==> config.mk <==
export PLATFORM = sky130hd
export DESIGN_NAME = pipe_ctrl
export DESIGN_NICKNAME = d
export VERILOG_FILES = /design/src/rtl/pipe_ctrl_pkg.sv /design/src/rtl/pipe_ctrl_stall_encoder.sv /design/src/rtl/pipe_ctrl.sv
export SDC_FILE = /design/constraint.sdc
export NUM_CORES = 1
export LEC_CHECK = 0
export CORE_AREA = 2 2 76 78
export DETAILED_ROUTE_END_ITERATION = 10
export DIE_AREA = 0 0 78 80
export MAX_ROUTING_LAYER = met4
export PLACE_DENSITY = 0.77
export RECOVER_POWER = 25
export SLEW_MARGIN = 15
export SYNTH_ARGS = -nofsm -noshare
export SYNTH_HDL_FRONTEND = slang
export SYNTH_SLANG_ARGS = --single-unit
==> constraint.sdc <==
create_clock -name clk -period 1.5 [get_ports clk]
set_input_delay 0.225 -clock clk [delete_from_list [all_inputs] [get_ports clk]]
set_output_delay 0.225 -clock clk [all_outputs]
set_load 0.01 [all_outputs]
==> src/rtl/pipe_ctrl_pkg.sv <==
// Shared types and constants for the pipeline controller: FSM state codes,
// per-stage stall masks and the default exception entry vector.
package pipe_ctrl_pkg;

  typedef enum logic [1:0] {
    CTRL_RUN   = 2'b00,
    CTRL_DRAIN = 2'b01,
    CTRL_FLUSH = 2'b10
  } ctrl_state_t;

  // Stall masks, bit 0 = pc register .. bit 5 = writeback; 1 = stop
  localparam logic [5:0] STALL_NONE = 6'b000000;
  localparam logic [5:0] STALL_IF   = 6'b000011;
  localparam logic [5:0] STALL_ID   = 6'b000111;
  localparam logic [5:0] STALL_EX   = 6'b001111;
  localparam logic [5:0] STALL_MEM  = 6'b011111;
  localparam logic [5:0] STALL_ALL  = 6'b111111;

  localparam logic [31:0] EXC_VECTOR_DEFAULT = 32'hBFC0_0380;

  // ERET returns to the saved EPC, every other exception enters the vector
  function automatic logic [31:0] redirect_target(input logic        is_eret,
                                                  input logic [31:0] epc,
                                                  input logic [31:0] vector);
    return is_eret ? epc : vector;
  endfunction

endpackage

==> src/rtl/pipe_ctrl_stall_encoder.sv <==
// Priority encoder turning per-stage stall requests into a stall mask.
// A stalled stage must also hold every stage in front of it, so the
// deepest requesting stage decides the mask.
module stall_encoder
  import pipe_ctrl_pkg::*;
(
  input  logic       req_if,
  input  logic       req_id,
  input  logic       req_ex,
  input  logic       req_mem,
  output logic [5:0] mask
);

  // Deepest requester wins; it freezes itself and everything upstream
  always_comb begin
    mask = STALL_NONE;
    if (req_mem)      mask = STALL_MEM;
    else if (req_ex)  mask = STALL_EX;
    else if (req_id)  mask = STALL_ID;
    else if (req_if)  mask = STALL_IF;
  end

endmodule

==> src/rtl/pipe_ctrl.sv <==
// Central pipeline controller: merges stage stall requests and sequences
// exception / ERET redirects. A redirect is held back (DRAIN) while an
// instruction or data bus transaction is outstanding so that no burst is
// cut short, then a single registered flush pulse carries new_pc.
// Optional feature macro: CTRL_STALL_PERF_EN adds saturating counters of
// stalled cycles and issued flushes.
module pipe_ctrl
  import pipe_ctrl_pkg::*;
#(
  parameter logic [31:0] EXC_VECTOR = EXC_VECTOR_DEFAULT,
  parameter int          PERF_W     = 32
) (
  input  logic              clk,
  input  logic              rst,
  input  logic              stallreq_if,
  input  logic              stallreq_id,
  input  logic              stallreq_ex,
  input  logic              stallreq_mem,
  input  logic              ibus_busy,
  input  logic              dbus_busy,
  input  logic              exc_valid,
  input  logic              exc_is_eret,
  input  logic [31:0]       cp0_epc,
  output logic [5:0]        stall,
  output logic              flush,
  output logic [31:0]       new_pc
`ifdef CTRL_STALL_PERF_EN
  ,
  output logic [PERF_W-1:0] perf_stall_cyc,
  output logic [PERF_W-1:0] perf_flush_cnt
`endif
);

  ctrl_state_t state;
  ctrl_state_t state_next;
  logic [31:0] target_q;
  logic [31:0] target_next;
  logic [5:0]  req_mask;
  logic        bus_busy;

  assign bus_busy = ibus_busy | dbus_busy;

  stall_encoder u_stall_encoder (
    .req_if  (stallreq_if),
    .req_id  (stallreq_id),
    .req_ex  (stallreq_ex),
    .req_mem (stallreq_mem),
    .mask    (req_mask)
  );

  // Next state, redirect target capture and the combinational stall mask
  always_comb begin
    state_next  = state;
    target_next = target_q;
    stall       = STALL_NONE;
    case (state)
      CTRL_RUN: begin
        if (exc_valid) begin
          stall       = STALL_ALL;
          target_next = redirect_target(exc_is_eret, cp0_epc, EXC_VECTOR);
          state_next  = bus_busy ? CTRL_DRAIN : CTRL_FLUSH;
        end else begin
          stall = req_mask;
        end
      end
      CTRL_DRAIN: begin
        stall = STALL_ALL;
        if (!bus_busy) state_next = CTRL_FLUSH;
      end
      CTRL_FLUSH: begin
        stall      = STALL_NONE;
        state_next = CTRL_RUN;
      end
      default: begin
        state_next = CTRL_RUN;
      end
    endcase
    if (rst) stall = STALL_NONE;
  end

  // State, captured target and the registered flush / new_pc outputs
  always_ff @(posedge clk) begin
    if (rst) begin
      state    <= CTRL_RUN;
      target_q <= 32'h0;
      flush    <= 1'b0;
      new_pc   <= 32'h0;
    end else begin
      state    <= state_next;
      target_q <= target_next;
      flush    <= (state_next == CTRL_FLUSH);
      new_pc   <= (state_next == CTRL_FLUSH) ? target_next : 32'h0;
    end
  end

`ifdef CTRL_STALL_PERF_EN
  // Saturating counters of stalled cycles and flush pulses
  always_ff @(posedge clk) begin
    if (rst) begin
      perf_stall_cyc <= '0;
      perf_flush_cnt <= '0;
    end else begin
      if ((stall != STALL_NONE) && (perf_stall_cyc != '1))
        perf_stall_cyc <= perf_stall_cyc + 1'b1;
      if ((state == CTRL_FLUSH) && (perf_flush_cnt != '1))
        perf_flush_cnt <= perf_flush_cnt + 1'b1;
    end
  end
`endif

endmodule

Word level (Yosys, flattened, before mapping)
Cells that the tools add are included.
{ "classes": {"add_sub_neg": 0, "multipliers": 0, "n_div": 0, "order_cmp": 0, "eq_ne": 2, "shift": 0, "n_mux": 14, "n_bitwise": 2, "reduce_logical": 2} }
{ "op_table": {"columns": ["operator", "count"], "rows": [
  ["32-bit 2-to-1 mux", 3],
  ["6-bit 2-to-1 mux", 5],
  ["6-bit case mux with 2 select lines", 1],
  ["2-bit 2-to-1 mux", 4],
  ["2-bit case mux with 2 select lines", 1],
  ["2-bit by 1-bit equality test with 1-bit output, second input constant", 1],
  ["2-bit equality test, second input constant", 1],
  ["2-bit zero test", 1],
  ["2-bit OR reduction", 1],
  ["1-bit inverter", 1],
  ["1-bit bitwise OR", 1]
]} }
{ "word_totals": {"reg_bits": 67, "latch_bits": 0, "mem_bits_rw": 0, "rom_bits": 0, "in_bits": 42, "output_inout_bits": 39, "elab_cells": 24, "n_memories": 0} }

Logic depth before layout (Yosys ltp)
Gate-level depths: netlist of run 1.
{ "depth": {"ltp_word": 7, "ltp_mapped": 5, "mapped_depth_nobuf": 3} }

By module
Synthesis of run 1 repeated with hierarchy kept, for this count alone.
{ "unflattened": {"cells_unflattened": 232, "area_unflattened_um2": 2339.7} }
{ "modules_own_cells": {"columns": ["mod", "instances", "cells_each", "area_per_inst_um2", "seq_area_each_um2"], "rows": [
  ["pipe_ctrl", 1, 225, 2293.4, 1341.3],
  ["stall_encoder", 1, 7, 46.3, 0.0]
]} }

Worst setup path after synthesis of run 1
No wires, ideal clock.
{ "synth_timing": {"path_kind": "register to output", "start": "register state[0]", "end": "output port stall[1]", "t_arrival_ns": 1.049, "required_time_ns": 1.275, "setup_slack_ns": 0.226, "stages_incl_launch_ff": 4, "path_buffers": 1, "cell_sequence": "dfxtp_1 o31ai_1 nand2_1 buf_4"} }
{ "synth_between": {"elab_chain_cells": 3, "word_cells_on_any_way": 4, "classes_between": "eq/ne (1); mux (2); reduce/logical (1)"} }
{ "synth_lines": {"columns": ["element", "line", "rtl"], "rows": [
  ["start: declaration", "pipe_ctrl.sv:34", "ctrl_state_t state;"],
  ["start signal: assignment", "pipe_ctrl.sv:89", "state <= state_next;"],
  ["2-bit by 1-bit equality test with 1-bit output or 2-bit zero test (tied branches)", "pipe_ctrl.sv:56", "case (state)"],
  ["6-bit case mux with 2 select lines (*)", "pipe_ctrl.sv:56", null],
  ["6-bit 2-to-1 mux (*)", "pipe_ctrl.sv:78", "if (rst) stall = STALL_NONE;"],
  ["end: declaration", "pipe_ctrl.sv:24", "output logic [5:0] stall,"]
]} }
Mark *: on every way between the ends. The rest lies on a longest branch, timed or not.

Final worst setup path of run 1
{ "layout_timing": {"start": "input port stallreq_ex", "end": "output port stall[0]"} }
{ "layout_between": {"elab_chain_cells": 5} }
{ "layout_lines": {"columns": ["element", "line", "rtl"], "rows": [
  ["start: declaration", "pipe_ctrl.sv:17", "input logic stallreq_ex,"],
  ["6-bit 2-to-1 mux", "pipe_ctrl_stall_encoder.sv:18", "else if (req_ex) mask = STALL_EX;"],
  ["6-bit 2-to-1 mux", "pipe_ctrl_stall_encoder.sv:17", "if (req_mem) mask = STALL_MEM;"],
  ["6-bit 2-to-1 mux", "pipe_ctrl.sv:58", "if (exc_valid) begin"],
  ["6-bit case mux with 2 select lines", "pipe_ctrl.sv:56", null],
  ["6-bit 2-to-1 mux", "pipe_ctrl.sv:78", null]
]} }
No other way between the ends.

==> results.toml, run 1 <==
[critical_path]
worstPathRequired_ps = 1270
path_class = "primary input to primary output"
cp-end-kind = "primary output"
critical_path.max_fanout = 3
cp.arrival_ps = 1210
start_kind = "primary input"

[synthesis]
synth.most_common_cell = "dfxtp_1"
synth_top_cell_by_area = "dfxtp_1"
synth_ff_type = "dfxtp_1"
avgSynthCellArea_um2 = 10.2
synth_top_area_share_pct = 57.8
netlist_area_um2 = 2320
synthArstFlopShare_pct = 0
ys_seq_area_share_pct = 57.8
synth_common_cells = "67 x dfxtp_1, 66 x nor2_1, 32 x mux2i_1"
synth-seq-cells = 67
synthDistinctLibCells = 17
ys_warn_count = 0
synth_enable_flop_cells = 0
postSynthCellCount = 227
synth.net_count = 269
synthTopCellsByArea = "dfxtp_1 58%, mux2i_1 14%, nor2_1 11%, and2_1 5.4%, nand2b_1 3.2%"

[timing]
timing.fmax_mhz = 698
tightest_slew_ps = 361
finalSetupViolCount = 0
rsz0062_at_grt = "yes"
slew_viol_final = 0
fin_crit_ps = 1430
slew_headroom_pct = 75.9
hold_violations = 0
finalClockSkew_ps = 5.21
hold_slack_ps = 360
fin_crit_sh_pct = 95.5

[grt]
grt_max_degree = 33
first_global_vias = 1720
grtUsageTotal_pct = 16.9
grt_pass1_wl_um = 7850
overflow = 0
antenna_found_initial = 0

[pwr]
power.static_leakage_nw = 1.46
total_power_mw = 4.14
p_comb_share_pct = 11.8
ir_drop_mv = 0.805
p_clk_share_pct = 43.2
p_sw_share_pct = 20.9
powerDensity_nw_per_um2 = 1170
power_switching_uw = 864
p_int_mw = 3.27
sequentialPowerShare_pct = 45.1

[drt]
ant_nets = 0
first_iter_violations = 58
dr.pass1.iters = 4
drc = 0
wl_per_cell_um = 12.5
wl_um = 4960
viasPerCell = 4.39
num_vias = 1737

[cts]
cts_root_buf = "clkbuf_8"
worst_skew_pair.late_latency_ps = 330
path_clk_slew_ps = 70
cts_hold_buf = 0
numCtsBuffers = 9
cts_tree = "done"
cts.sinks = 67
cts_buffer_depth = 2
htree_levels = 3

[placement]
hpwl_um = 3120
gp_congestion = 0.744
port_buffers = 80
dp_cells = 375

[finish]
syn_to_final_growth_pct = 51.8
final_net_count = 361
stdcell_count = 396
nFillCells = 455
drive_gt1_share_pct = 14.5
diodes = 0

[worst_hold_path]
hp-class = "primary input to flop"

[die]
core.rowCount = 27
core-area_um2 = 5410
initial_utilization_pct = 42.9
dieArea_um2 = 6240
die_height_um = 80
io_pins = 81
fp.dieW_um = 78

[outcome]
status = "finished, final reports clean"

[run]
max_cap_viol_count = 0
## routing by layer
metal | vias to the layer above | GRT usage, % | wire [µm]
met2 | 42 | 28.0 | 2510
li1 | 898 | - | -
met4 | 0 | 8.42 | 57
met1 | 793 | 18.9 | 2190
met5 | - | - | 0
met3 | 4 | 4.64 | 203
## cells by family after synthesis
group,after synthesis,share of synthesized area [%]
AOI/OAI and AO/OA,5,1.62
buffers and inverters,19,5.82
DFF,67,57.8
muxes,32,13.8
and+or+nand+nor,104,21.0
## flip-flops by register name (all words and copies together), names as in the netlist
signal,count
new_pc,32
state,2
flush,1
target_q,32
## worst max-delay path, stage by stage
cell             delay, ps
clkdlybuf4s50_1        430
o31ai_1                320
nand2_2                 90
buf_2                  140
## through the flow
step                TNS [ps]  setup WS, ps  util, %  area (µm²)
floorplan                  0           226        -        2320
global placement      -18160          -337     59.8        3230
detailed placement    -18650          -362     59.8        3230
CTS                        0          24.7     64.0        3460
global route            -156         -24.1     65.2        3520
finish                     0          67.3     65.2        3520
## timing repair
| action | CTS | global route |
|---|---|---|
| buffers inserted | 1 | 2 |
| setup endpoints to repair | 6 | 51 |
| gates resized for setup | 27 | 10 |
| pin swaps | 2 | 2 |
| gates cloned | 0 | 2 |
## path summary, 6_finish.rpt
path	startpoint	to	cells after the start	slack [ps]
setup / recovery	stallreq_ex	stall[0]	4	70
setup reg to reg	state[1]$_SDFF_PP0_	new_pc[8]$_SDFF_PP0_	6	70
hold reg to reg	target_q[26]$_SDFF_PP0_	new_pc[26]$_SDFF_PP0_	2	490
hold / removal	exc_valid	state[0]$_SDFF_PP0_	4	360
## power by group through the flow
stage	combinational, mW	clock [mW]	sequential [mW]
global placement	0.453	0	1.90
global route	0.535	1.92	1.87
detailed placement	0.461	0	1.90
floorplan	0.254	0	1.91
finish	0.487	1.79	1.86
CTS	0.452	1.83	1.86
## final cells by class
class	instances	area, µm²	share of cell area [%]
clock inverters	5	100	2.84
multi-input cells	141	872	24.8
inverters	4	15.0	0.426
flip-flops and latches	67	1350	38.2
clock buffers	11	141	4.01
well taps	72	90.1	2.56
repair buffers	96	958	27.2
## cells in the final DEF (no fill, tap or decap), types with 2 or more instances in the layout
master	count
mux2i_2	5
dfxtp_1	66
and2_1	20
nand2b_1	12
clkdlybuf4s50_1	72
nor2_1	66
mux2i_1	27
clkbuf_8	10
clkinv_2	2
o31ai_1	2
inv_1	4
nand2_1	3
buf_2	5
buf_4	10
bufinv_16	3
buf_12	3
No activity file was read; power rests on OpenSTA's default activity.
==> inputs of run 2 (changes only) <==
--- a/config.mk
+++ b/config.mk
@@ -11,6 +11,7 @@
 export MAX_ROUTING_LAYER = met4
 export PLACE_DENSITY = 0.77
 export RECOVER_POWER = 25
+export REMOVE_ABC_BUFFERS = 1
 export SLEW_MARGIN = 15
 export SYNTH_ARGS = -nofsm -noshare
 export SYNTH_HDL_FRONTEND = slang
==> run 2 against run 1 <==
Compared with the run above: combinational power is essentially flat; sequential share of layout area grew 0.60 points; critical path depth grew 2; largest power group unchanged; sequential cell count is the same; utilization shrank 1.1 points; critical path type is now flop to flop; register-to-register slack is essentially flat; clock skew grew 2.0 ps.
==> results.toml, run 2 (synthesis gave the netlist of run 1 again) <==
[finish]
fin_area_um2 = 3460
fin_util_pct = 64.1
mostFrequentLayoutCells = "71 x clkdlybuf4s50_1, 66 x nor2_1, 65 x dfxtp_1"
largest_registers = "new_pc (32), target_q (32), state (2)"
drive_gt1_share_pct = 13.7
final_net_count = 359
layout_commonest_cell = "clkdlybuf4s50_1"
syn_to_final_growth_pct = 49.3
diodes = 0

[grt]
grtUsageMet2_pct = 24.8
grtUsageTotal_pct = 15.9
grtUsageMet3_pct = 4.30
antenna_found_initial = 0
busiest_layer = "met2"
grt_pass1_wl_um = 7420
first_global_vias = 1668
grt_max_degree = 33
met1_usage_pct = 18.8
overflow = 0

[die]
core.rowCount = 27
initial_utilization_pct = 42.9
die_height_um = 80
dieArea_um2 = 6240
fp.dieW_um = 78
io_pins = 81
core-area_um2 = 5410

[cts]
path_clk_slew_ps = 70
cts.sinks = 67
worst_skew_pair.late_latency_ps = 330
htree_levels = 3
cts_tree = "done"
cts_buffer_depth = 2
cts_root_buf = "clkbuf_8"
numCtsBuffers = 9

[timing]
timing.fmax_mhz = 692
finalSetupViolCount = 0
tightest_slew_ps = 334
slew_viol_final = 0
worst_slack_ps = 54.6
setup_tns_ps = 0
hold_violations = 0
slew_headroom_pct = 77.7
hold_slack_ps = 483
fin_crit_ps = 1450
rsz0062_at_grt = "yes"
fin_crit_sh_pct = 96.4
finalClockSkew_ps = 7.18

[run]
max_cap_viol_count = 0

[drt]
viasPerCell = 4.49
wl_per_cell_um = 11.9
drc = 0
wl_um = 4690
ant_nets = 0
num_vias = 1763
dr.pass1.iters = 4
first_iter_violations = 87

[pwr]
powerDensity_nw_per_um2 = 1040
power.static_leakage_nw = 1.42
ir_drop_mv = 0.725

[critical_path]
cp.arrival_ps = 1650
critical_path.max_fanout = 15
path_class = "flop to flop"
reg2reg_depth = 6
cp-end-kind = "flop"
r2r-start = "state[0]$_SDFF_PP0_"
start_kind = "flop"
rr_endpoint = "target_q[1]$_SDFF_PP0_"
ff2ff_setup_slack_ps = 50
worstPathRequired_ps = 1700

[worst_hold_path]
hold-path-cell-count = 2
hp-class = "flop to flop"
min_to = "new_pc[30]$_SDFF_PP0_"
min_from = "target_q[30]$_SDFF_PP0_"

[placement]
placed_cell_area_um2 = 3230
hpwl_um = 3030
port_buffers = 80
dp_slack_ps = -442
gp_congestion = 0.714

[outcome]
status = "finished, final reports clean"
==> run 2: worst max-delay path by stage <==
| stage | from | end | slack (ps) | cells past startpoint |
|---|---|---|---|---|
| 6_report | state[0]$_SDFF_PP0_ | target_q[1]$_SDFF_PP0_ | 50 | 6 |
| 5_1_grt | state[1]$_SDFF_PP0_ | new_pc[26]$_SDFF_PP0_ | -20 | 6 |
| 4_1_cts | state[1]$_SDFF_PP0_ | stall[0] | -6 | 5 |
| 3_5_place_dp | exc_valid | stall[1] | -440 | 4 |
| 3_3_place_gp | rst | stall[0] | -390 | 5 |
| 2_1_floorplan | state[0]$_SDFF_PP0_ | new_pc[0]$_SDFF_PP0_ | -1210 | 3 |
==> run 2: layer usage <==
layer,up-vias,wire [µm]
met1,811,2130
met2,57,2220
met3,8,269
met4,0,74
li1,887,-
met5,-,0
==> run 2: what timing repair did <==
action,in CTS,in global routing
hold buffers,0,0
setup buffers,3,2
gates cloned,0,1
resized for setup,25,11
endpoints found under the setup margin,6,30
pin swaps,2,2
==> run 2: area by class of cell <==
cell class | count | area (µm²)
fillers | 470 | 1940
flip-flops and latches | 67 | 1340
repair buffers | 94 | 960
multi-input cells | 141 | 896
clock buffers | 12 | 145
well taps | 72 | 90.1
clock inverters | 3 | 15.0
inverters | 4 | 15.0
==> run 2: power breakdown <==
| group | switching [mW] | total, mW | internal [mW] |
|---|---|---|---|
| sequential | 0.0212 | 1.87 | 1.85 |
| combinational | 0.204 | 0.490 | 0.286 |
| clock | 0.615 | 1.24 | 0.629 |
==> run 2: worst max-delay path, cell delays in order (launching register included) <==
cell     delay [ps]
dfxtp_2         330
buf_4           150
nor3b_4         160
buf_4           180
buf_12          180
mux2i_1         240
nor2_1           60
==> run 2: stage by stage <==
step	std cells	power, mW
after floorplan	212	2.11
after global placement	373	2.36
after detailed placement	373	2.37
after CTS	390	3.61
after global routing	393	3.77
final	393	3.60
